==> src/rtl/tx_bit_engine_if.sv <==
// Handshake and serial-line signals between the transmit controller and its host.
// The master side drives requests and frame settings; the slave side is the bit engine.
interface tx_bit_engine_if;
  logic       load;
  logic [7:0] data;
  logic       eight;
  logic       pen;
  logic       ohel;
  logic       btu;
  logic       doit;
  logic       tx;
  logic       txrdy;
  logic       done;

  modport master (
    output load, data, eight, pen, ohel, btu,
    input  doit, tx, txrdy, done
  );

  modport slave (
    input  load, data, eight, pen, ohel, btu,
    output doit, tx, txrdy, done
  );
endinterface

==> src/rtl/tx_bit_engine.sv <==
// Serial transmit bit engine: frames a byte (start, 7/8 data, optional parity, stop)
// into a shift register and steps it out one bit per bit-time pulse.
//
// state | meaning
// IDLE  | line high, ready for load
// SEND  | frame in progress, one bit per btu
module tx_bit_engine (
  input logic             clk,
  input logic             reset,
  tx_bit_engine_if.slave  bus
);

  typedef enum logic {IDLE, SEND} state_t;

  state_t      state;
  logic [10:0] shreg;
  logic [3:0]  bitcnt;
  logic [3:0]  nbits;
  logic        doit_r;
  logic        txrdy_r;
  logic        done_r;

  logic        parity;
  logic [10:0] frame;
  logic [3:0]  frame_len;

  // Parity covers only the bits actually sent; ohel inverts to odd.
  always_comb begin
    parity    = (bus.eight ? ^bus.data : ^bus.data[6:0]) ^ bus.ohel;
    frame     = '1;
    frame_len = 4'd9;
    case ({bus.eight, bus.pen})
      2'b11: begin
        frame     = {1'b1, parity, bus.data, 1'b0};
        frame_len = 4'd11;
      end
      2'b10: begin
        frame     = {2'b11, bus.data, 1'b0};
        frame_len = 4'd10;
      end
      2'b01: begin
        frame     = {2'b11, parity, bus.data[6:0], 1'b0};
        frame_len = 4'd10;
      end
      default: begin
        frame     = {3'b111, bus.data[6:0], 1'b0};
        frame_len = 4'd9;
      end
    endcase
  end

  always_ff @(posedge clk or posedge reset) begin
    if (reset) begin
      state   <= IDLE;
      shreg   <= '1;
      bitcnt  <= '0;
      nbits   <= 4'd9;
      doit_r  <= 1'b0;
      txrdy_r <= 1'b1;
      done_r  <= 1'b0;
    end else begin
      done_r <= 1'b0;
      case (state)
        IDLE: begin
          if (bus.load) begin
            shreg   <= frame;
            nbits   <= frame_len;
            bitcnt  <= '0;
            state   <= SEND;
            doit_r  <= 1'b1;
            txrdy_r <= 1'b0;
          end
        end
        SEND: begin
          if (bus.btu) begin
            shreg  <= {1'b1, shreg[10:1]};
            bitcnt <= bitcnt + 4'd1;
            if (bitcnt == nbits - 4'd1) begin
              state   <= IDLE;
              shreg   <= '1;
              doit_r  <= 1'b0;
              txrdy_r <= 1'b1;
              done_r  <= 1'b1;
            end
          end
        end
        default: state <= IDLE;
      endcase
    end
  end

  assign bus.tx    = shreg[0];
  assign bus.doit  = doit_r;
  assign bus.txrdy = txrdy_r;
  assign bus.done  = done_r;

endmodule

==> src/flat_wrapper.sv <==
// flat-port wrapper written by rule: the top's interface ports become plain ports
module tx_bit_engine_flat 
  (clk, reset, bus_load, bus_data, bus_eight, bus_pen, bus_ohel, bus_btu, bus_doit, bus_tx, bus_txrdy, bus_done);
  tx_bit_engine_if bus_i ();
  input logic clk;
  input logic reset;
  input wire logic [$bits(bus_i.load)-1:0] bus_load;
  input wire logic [$bits(bus_i.data)-1:0] bus_data;
  input wire logic [$bits(bus_i.eight)-1:0] bus_eight;
  input wire logic [$bits(bus_i.pen)-1:0] bus_pen;
  input wire logic [$bits(bus_i.ohel)-1:0] bus_ohel;
  input wire logic [$bits(bus_i.btu)-1:0] bus_btu;
  output wire logic [$bits(bus_i.doit)-1:0] bus_doit;
  output wire logic [$bits(bus_i.tx)-1:0] bus_tx;
  output wire logic [$bits(bus_i.txrdy)-1:0] bus_txrdy;
  output wire logic [$bits(bus_i.done)-1:0] bus_done;
  assign bus_i.load = bus_load;
  assign bus_i.data = bus_data;
  assign bus_i.eight = bus_eight;
  assign bus_i.pen = bus_pen;
  assign bus_i.ohel = bus_ohel;
  assign bus_i.btu = bus_btu;
  assign bus_doit = bus_i.doit;
  assign bus_tx = bus_i.tx;
  assign bus_txrdy = bus_i.txrdy;
  assign bus_done = bus_i.done;
  tx_bit_engine u_core (.clk(clk), .reset(reset), .bus(bus_i));
endmodule
==> config.mk <==
export PLATFORM = sky130hd
export DESIGN_NAME = tx_bit_engine_flat
export DESIGN_NICKNAME = d
export VERILOG_FILES = /design/src/rtl/tx_bit_engine_if.sv /design/src/rtl/tx_bit_engine.sv /design/src/flat_wrapper.sv
export SDC_FILE = /design/constraint.sdc
export NUM_CORES = 1
export LEC_CHECK = 0
export BUFFER_PORTS_ARGS = -buffer_cell sky130_fd_sc_hd__buf_2
export CAP_MARGIN = 0
export CELL_PAD_IN_SITES_DETAIL_PLACEMENT = 0
export CELL_PAD_IN_SITES_GLOBAL_PLACEMENT = 1
export CORE_UTILIZATION = 35
export DETAILED_ROUTE_END_ITERATION = 8
export PLACE_DENSITY = 0.68
export SYNTH_ARGS = -nofsm -noshare
export SYNTH_HDL_FRONTEND = slang
export SYNTH_SLANG_ARGS = --single-unit
==> constraint.sdc <==
create_clock -name clk -period 3.1 [get_ports clk]
set_clock_uncertainty 0.05 [all_clocks]
set_input_delay 0.31 -clock clk [delete_from_list [all_inputs] [get_ports clk]]
set_output_delay 0.31 -clock clk [all_outputs]
set_load 0.02 [all_outputs]
==> results of run 1 <==
power by group through the flow:
stage          combinational (uW)  sequential, uW  clock, uW
2_1_floorplan                 290             520          0
3_3_place_gp                  405             509          0
3_5_place_dp                  412             512          0
4_1_cts                       414             508        161
5_1_grt                       468             529        171
6_report                      410             507        155
final cells by class:
class	instances	area (sq um)	share of cell area, %
tap	31	38.8	3.18
multi-input combinational	82	512	42.0
clock buffer	4	36.3	2.98
inverter	5	18.8	1.54
sequential	20	515	42.3
timing repair buffer	19	97.6	8.01
flip-flops by register name, indices dropped and copies added (netlist names):
name and count:
u_core.bitcnt 4, u_core.bus.doit 1, u_core.bus.done 1, u_core.bus.txrdy 1, u_core.nbits 2, u_core.shreg 10, u_core.state 1
worst max-delay path, delay by kind of cell, from the launching register on:
kind	cells	cell delay, ns
compound gates	2	0.40
fa+ha+maj	1	0.20
buf+inv	1	0.04
flops	1	0.56
simple gates	3	0.59
logic make-up (layout without fill, tap and decap cells):
kind of cell / count (synthesis) / count (layout) / share of synthesized area, %
xor gates and xnor gates: 10 / 10 / 10.3
AOI/OAI and AO/OA: 26 / 26 / 14.7
buffers and inverters: 8 / 28 / 2.96
adders and majority gates: 6 / 6 / 7.09
DFF: 20 / 20 / 48.7
and+or+nand+nor: 40 / 40 / 16.3
metrics by stage:
| stage | utilization [%] | instances | setup slack (ns) | hold slack, ns |
|---|---|---|---|---|
| after floorplan | - | 110 | 1.46 | 0.215 |
| after global routing | 43.4 | 161 | 1.07 | 0.121 |
| after CTS | 43.4 | 161 | 1.22 | 0.0954 |
| after detailed placement | 42.1 | 157 | 1.25 | 0.423 |
| after global placement | 42.1 | 157 | 1.23 | 0.415 |
| final | 43.4 | 161 | 1.21 | 0.0619 |
path summary, 6_finish.rpt:
check	from	endpoint	slack, ns	cells after the start
max in group asynchronous	reset	u_core.bitcnt[3]	2.46	2
hold / removal	reset	u_core.bus.doit	0.06	2
min in group clk	bus_data[7]	u_core.shreg[8]	0.18	3
hold reg to reg	u_core.shreg[5]	u_core.shreg[5]	0.44	2
setup reg to reg	u_core.nbits[0]	u_core.shreg[3]	1.21	7
setup / recovery	u_core.nbits[0]	u_core.shreg[3]	1.21	7
layout by cell type, fill, tap and decap left out, types with 2 or more instances in the layout:
cell,instances
xor2_1,2
nand3_1,3
clkbuf_4,3
buf_2,18
dfstp_2,12
inv_1,5
xnor2_1,6
a21o_1,2
dfrtp_1,8
nand2_1,15
ha_1,6
o21ai_0,11
a21oi_1,7
nor2_1,16
per-layer routing:
metal  GRT usage [%]  vias up  wire length, um
met4            9.06        0               22
met1            20.3      392             1050
met5               0        -                0
met2            23.2       26              939
li1                -      411                -
met3            1.36        2               73
==> results.py, run 1 <==
metrics = {
    "cells_and_area": {
        "fill_cells": 281,
        "fin_area_sq_um": 1220,
        "layout-drive-gt1-share_pct": 27.7,
        "num-nets-final": 152,
        "num_antenna_cells": 0,
        "area_growth_pct": 15.1,
    },
    "yosys": {
        "yosysTopAreaCell": "dfstp_2",
        "synth_edf_count": 0,
        "yosysTopAreaCellShare_pct": 29.8,
        "yosysWarnings": 0,
        "syn_inst": 110,
        "synth_seq_cells": 20,
        "synthFlopType": "dfstp_2",
        "ys_seq_area_share_pct": 48.7,
        "synth_area_per_cell_sq_um": 9.62,
        "synth_cell_types": 28,
        "async_reset_ff_share_pct": 100,
        "syn_nets": 131,
        "synth_common_cells": "nor2_1, nand2_1, dfstp_2, o21ai_0, dfrtp_1",
        "syn-cell-area_sq_um": 1060,
        "synth.most_common_cell": "nor2_1",
        "yosys-top-cells-area": "dfstp_2, dfrtp_1, ha_1",
    },
    "placement": {
        "port_buffers": 18,
        "gp_congestion": 0.742,
        "post_dp_cell_area_sq_um": 1180,
        "dp_hpwl_mm": 1.53,
    },
    "setup_path": {
        "cp-end-kind": "flip-flop",
        "crit_chain": "inv_1 > ha_1 > and3b_1 > o211ai_1 > nand2_1 > nor2_1 > o21ai_0",
        "crit_arrival_ns": 2.09,
        "crit_slowest_cell": "dfstp_2",
        "critical_path_required_ns": 3.29,
        "max_stage_delay_ns": 0.56,
        "path_class": "reg -> reg",
        "cp_max_fo": 7,
        "startpoint_type": "flip-flop",
    },
    "routing": {
        "first_pass_iters": 6,
        "drc": 4,
        "drt_iter0_drc": 37,
        "viasPerCell": 5.16,
        "detail-route-antenna-nets": 0,
        "wirelength_mm": 2.09,
        "wl_per_cell_um": 13.0,
        "vias": 831,
    },
    "run_status": {
        "outcome": "finished, violations left",
        "violations": "design-rule violations",
    },
    "clock_tree": {
        "numCtsBuffers": 3,
        "cts_setup_buffers": 0,
        "clock_sink_count": 20,
        "clk_latency_ns": 0.31,
        "clock_path_buffers": 2,
        "cts_tree": "done",
        "h-tree-depth": 1,
        "holdBufCountCts": 0,
        "cts-root-buf": "clkbuf_4",
        "cts.reportedPaths.clkPinSlew_ns": 0.12,
        "cts-resized-gates": 0,
    },
    "timing": {
        "grt_setup_unrepaired": "false",
        "maxSlewHeadroom_pct": 49.6,
        "fin_crit_ns": 1.89,
        "max_freq_mhz": 528,
        "slew_violations": 0,
        "hold_viol": 0,
        "fin_crit_sh_pct": 61.1,
        "worst_pin_slew_ns": 0.755,
        "setup_tns_ns": 0,
        "setup_viol": 0,
    },
    "floorplanning": {
        "core_sq_um": 2810,
        "initial_utilization_pct": 37.7,
        "rows": 19,
        "die_h_um": 57.0,
        "fp.dieW_um": 57.0,
        "ios": 19,
        "dieArea_sq_um": 3250,
    },
    "worst_hold_path": {
        "worstHoldPathType": "in -> async",
    },
    "power": {
        "pwr_density_cell_nw_per_um2": 879,
        "p_sw_share_pct": 37.2,
        "intPower_uw": 673,
        "power_uw": 1070,
        "power_frac_clock_pct": 14.4,
        "switchingPower_uw": 398,
        "vdd_drop_max_uv": 222,
        "combinationalPowerShare_pct": 38.3,
        "cellLeakagePower_uw": 0.000572,
        "p_seq_share_pct": 47.3,
    },
    "global_routing": {
        "grt_max_degree": 21,
        "grt_pass1_wl_mm": 3.64,
        "grt_use_total_pct": 14.9,
        "antenna_found_initial": 0,
        "grt_pass1_vias": 808,
        "grt-ovfl-total": 0,
    },
    "run": {
        "max-cap-violations": 0,
    },
}
(Power assumes the default switching activity.)
==> run 2, diff against run 1 <==
Settings changed: ABC_AREA set to 1, PLACE_DENSITY 0.68 to 0.72.
Clock period 3.1 ns to 1.55 ns, I/O delays scaled along.
==> run 2 against run 1 <==
  * The flow finishes with violations (negative setup slack)
  * Fmax grew 19%
  * Clock power grew 94%
  * Flip-flop and latch count is the same
  * Die area grew 12%
  * First-iteration DRC count is the same
  * Synthesized cell count grew 32%
  * Final cell count grew 34%
  * Critical path depth grew 1
  * Count of clock-buffer cells in the layout is the same
  * Largest cell class is now multi-input gates
==> results.py, run 2 <==
metrics = {
    "routing": {
        "drc": 0,
        "vias": 979,
        "wirelength_mm": 2.29,
        "detail-route-antenna-nets": 0,
        "drt_iter0_drc": 37,
        "wl_per_cell_um": 10.6,
        "viasPerCell": 4.55,
        "top_layer_used": "met4",
        "first_pass_iters": 4,
        "dr_wl_met2_mm": 1.06,
        "met1Wirelength_mm": 1.12,
        "wl_met3_um": 90,
    },
    "yosys": {
        "yosysWarnings": 0,
        "ys_seq_area_share_pct": 43.5,
        "syn_inst": 145,
        "yosysTopAreaCellShare_pct": 26.6,
        "synth_common_cells": "nand2_1, inv_1, dfstp_2, nand3_1, o21ai_1",
        "syn_nets": 166,
        "syn-cell-area_sq_um": 1180,
        "yosys-top-cells-area": "dfstp_2, dfrtp_1, nand2_1",
        "yosysTopAreaCell": "dfstp_2",
        "synthFlopType": "dfstp_2",
        "synth_edf_count": 0,
        "synth.most_common_cell": "nand2_1",
        "synth_seq_cells": 20,
        "synth_area_per_cell_sq_um": 8.17,
        "async_reset_ff_share_pct": 100,
        "synth_cell_types": 24,
    },
    "floorplanning": {
        "fp.dieW_um": 60.2,
        "die_h_um": 60.2,
        "dieArea_sq_um": 3620,
        "initial_utilization_pct": 37.9,
        "ios": 19,
        "core_sq_um": 3130,
        "rows": 20,
    },
    "power": {
        "switchingPower_uw": 1040,
        "p_sw_share_pct": 40.2,
        "p_seq_share_pct": 39.4,
        "cellLeakagePower_uw": 0.000720,
        "vdd_drop_max_uv": 805,
        "intPower_uw": 1550,
        "combinationalPowerShare_pct": 49.0,
        "pwr_density_cell_nw_per_um2": 1820,
        "power_frac_clock_pct": 11.6,
    },
    "cells_and_area": {
        "num_antenna_cells": 0,
        "reg_top3": "u_core.shreg: 10 flops, u_core.bitcnt: 4 flops, u_core.nbits: 2 flops",
        "seqCellArea_sq_um": 515,
        "num-nets-final": 193,
        "largest_reg_flops": 10,
        "layout-drive-gt1-share_pct": 30.4,
        "regMostFlops": "u_core.shreg",
        "mostFrequentLayoutCell": "nand2_1",
        "final_cell_mix": "nand2_1, inv_1, buf_2",
        "fin_util_pct": 45.4,
        "fill_cells": 326,
        "area_growth_pct": 20.0,
        "multiInputGateArea_sq_um": 584,
        "fin_area_sq_um": 1420,
    },
    "clock_tree": {
        "cts_tree": "done",
        "cts.reportedPaths.clkPinSlew_ns": 0.11,
        "clk_latency_ns": 0.30,
        "numCtsBuffers": 3,
        "h-tree-depth": 1,
        "clock_sink_count": 20,
        "clock_path_buffers": 2,
        "cts-root-buf": "clkbuf_4",
    },
    "setup_path": {
        "path_class": "reg -> reg",
        "startpoint_type": "flip-flop",
        "max_stage_delay_ns": 0.55,
        "rrSetupSlack_ns": -0.04,
        "cp_max_fo": 5,
        "critical_path_required_ns": 1.70,
        "crit_chain": "inv_2 > ha_4 > xnor2_1 > nor2_2 > buf_4 > nand3_2 > o21ai_1 > inv_1",
        "ff2ff_path_depth": 8,
        "r2r_end": "u_core.bus.doit",
        "crit_arrival_ns": 1.74,
        "crit_slowest_cell": "dfstp_2",
        "cp-end-kind": "flip-flop",
        "path_delay_family": "flip-flops",
        "timing.rr.start": "u_core.nbits[0]",
        "worst-path-buf-inv": 3,
    },
    "worst_hold_path": {
        "whs_path_depth": 3,
        "worstHoldPathType": "in -> reg",
        "hold-path-endpoint": "u_core.shreg[0]",
        "min_from": "bus_btu",
    },
    "timing": {
        "hold_viol": 0,
        "worst_pin_slew_ns": 0.278,
        "grt_setup_unrepaired": "true",
        "fin_crit_sh_pct": 103,
        "max_freq_mhz": 628,
        "setup_ws_ns": -0.0420,
        "setup_viol": 9,
        "slew_violations": 0,
        "maxSlewHeadroom_pct": 81.4,
        "fin_crit_ns": 1.59,
    },
    "run_status": {
        "violations": "negative setup slack",
        "outcome": "finished, violations left",
    },
    "placement": {
        "post_dp_cell_area_sq_um": 1340,
        "gp_congestion": 0.717,
        "port_buffers": 18,
        "pre_cts_slack_ns": -0.0818,
        "dp_hpwl_mm": 1.75,
    },
    "run": {
        "max-cap-violations": 0,
    },
    "global_routing": {
        "grt_max_degree": 21,
        "grt-ovfl-total": 0,
        "grt_pass1_vias": 874,
        "grt_use_total_pct": 14.4,
        "antenna_found_initial": 0,
        "grt_pass1_wl_mm": 3.83,
    },
}
[run 2: cell count changes after synthesis, moves of 3 or more]
cell	delta
o21ai_0	-3
nand2_2	+3
nor2_1	-13
o21ai_1	+9
inv_1	+16
xnor2_1	-3
o22ai_1	+6
inv_2	+3
nand2_1	+22
nand3_1	+7
a21oi_1	-3
[run 2: how the worst max path moves through the flow]
stage	startpoint	depth (start not counted)	end	slack (ns)
after floorplan	u_core.nbits[0]	10	u_core.shreg[8]	-0.02
after global placement	u_core.nbits[0]	10	u_core.shreg[8]	-0.04
after detailed placement	u_core.nbits[0]	10	u_core.shreg[8]	-0.08
after CTS	u_core.nbits[0]	8	u_core.shreg[3]	-0.02
after global routing	u_core.nbits[0]	8	u_core.shreg[5]	-0.15
final	u_core.nbits[0]	8	u_core.bus.doit	-0.04
[run 2: per-layer routing]
metal,up-vias,global-route usage (%)
li1,517,-
met1,439,18.9
met2,21,22.9
met3,2,4.55
met4,0,3.32
met5,-,0
[run 2: logic make-up (layout without fill, tap and decap cells)]
group | count (synthesis) | in the layout | synth area share, %
buf+inv | 26 | 52 | 8.98
xor+xnor | 4 | 4 | 2.96
fa+ha+maj | 6 | 6 | 6.34
simple gates | 59 | 59 | 24.2
compound gates | 30 | 30 | 14.0
flops | 20 | 20 | 43.5
[run 2: per-stage QoR]
step	cells	hold slack, ns	TNS [ns]	power [uW]
after floorplan	145	0.0599	-0.0172	1920
after global placement	208	0.134	-0.108	2140
after global routing	215	0.121	-1.26	2820
after detailed placement	208	0.141	-0.418	2170
after CTS	214	0.124	-0.0745	2550
final	215	0.137	-0.201	2590
[run 2: layout make-up]
cell class | count | share of cell area, %
repair buffers | 24 | 9.86
flip-flops and latches | 20 | 36.3
multi-input cells | 99 | 41.1
clock buffers | 4 | 2.55
well taps | 44 | 3.87
inverters | 24 | 6.34
[run 2: tightest hold or removal path, delay by kind of cell]
family | cells | cell delay, ns
simple gates | 1 | 0.14
compound gates | 1 | 0.10
buf+inv | 1 | 0.09
[run 2: power groups by stage]
stage / registers, uW / clock network (uW) / logic, uW
final: 1020 / 300 / 1270
after CTS: 1020 / 316 / 1220
after floorplan: 1050 / 0 / 862
after global placement: 1020 / 0 / 1120
after detailed placement: 1020 / 0 / 1150
after global routing: 1050 / 339 / 1430
[run 2: timing repair]
item / 4_1_cts / 5_1_grt
cloned: 0 / 0
resized for setup: 5 / 1
pin swaps: 1 / 1
hold buffers: 2 / 0
setup endpoints to repair: 11 / 10
buffers inserted: 0 / 1
hold endpoints to repair: 9 / 0
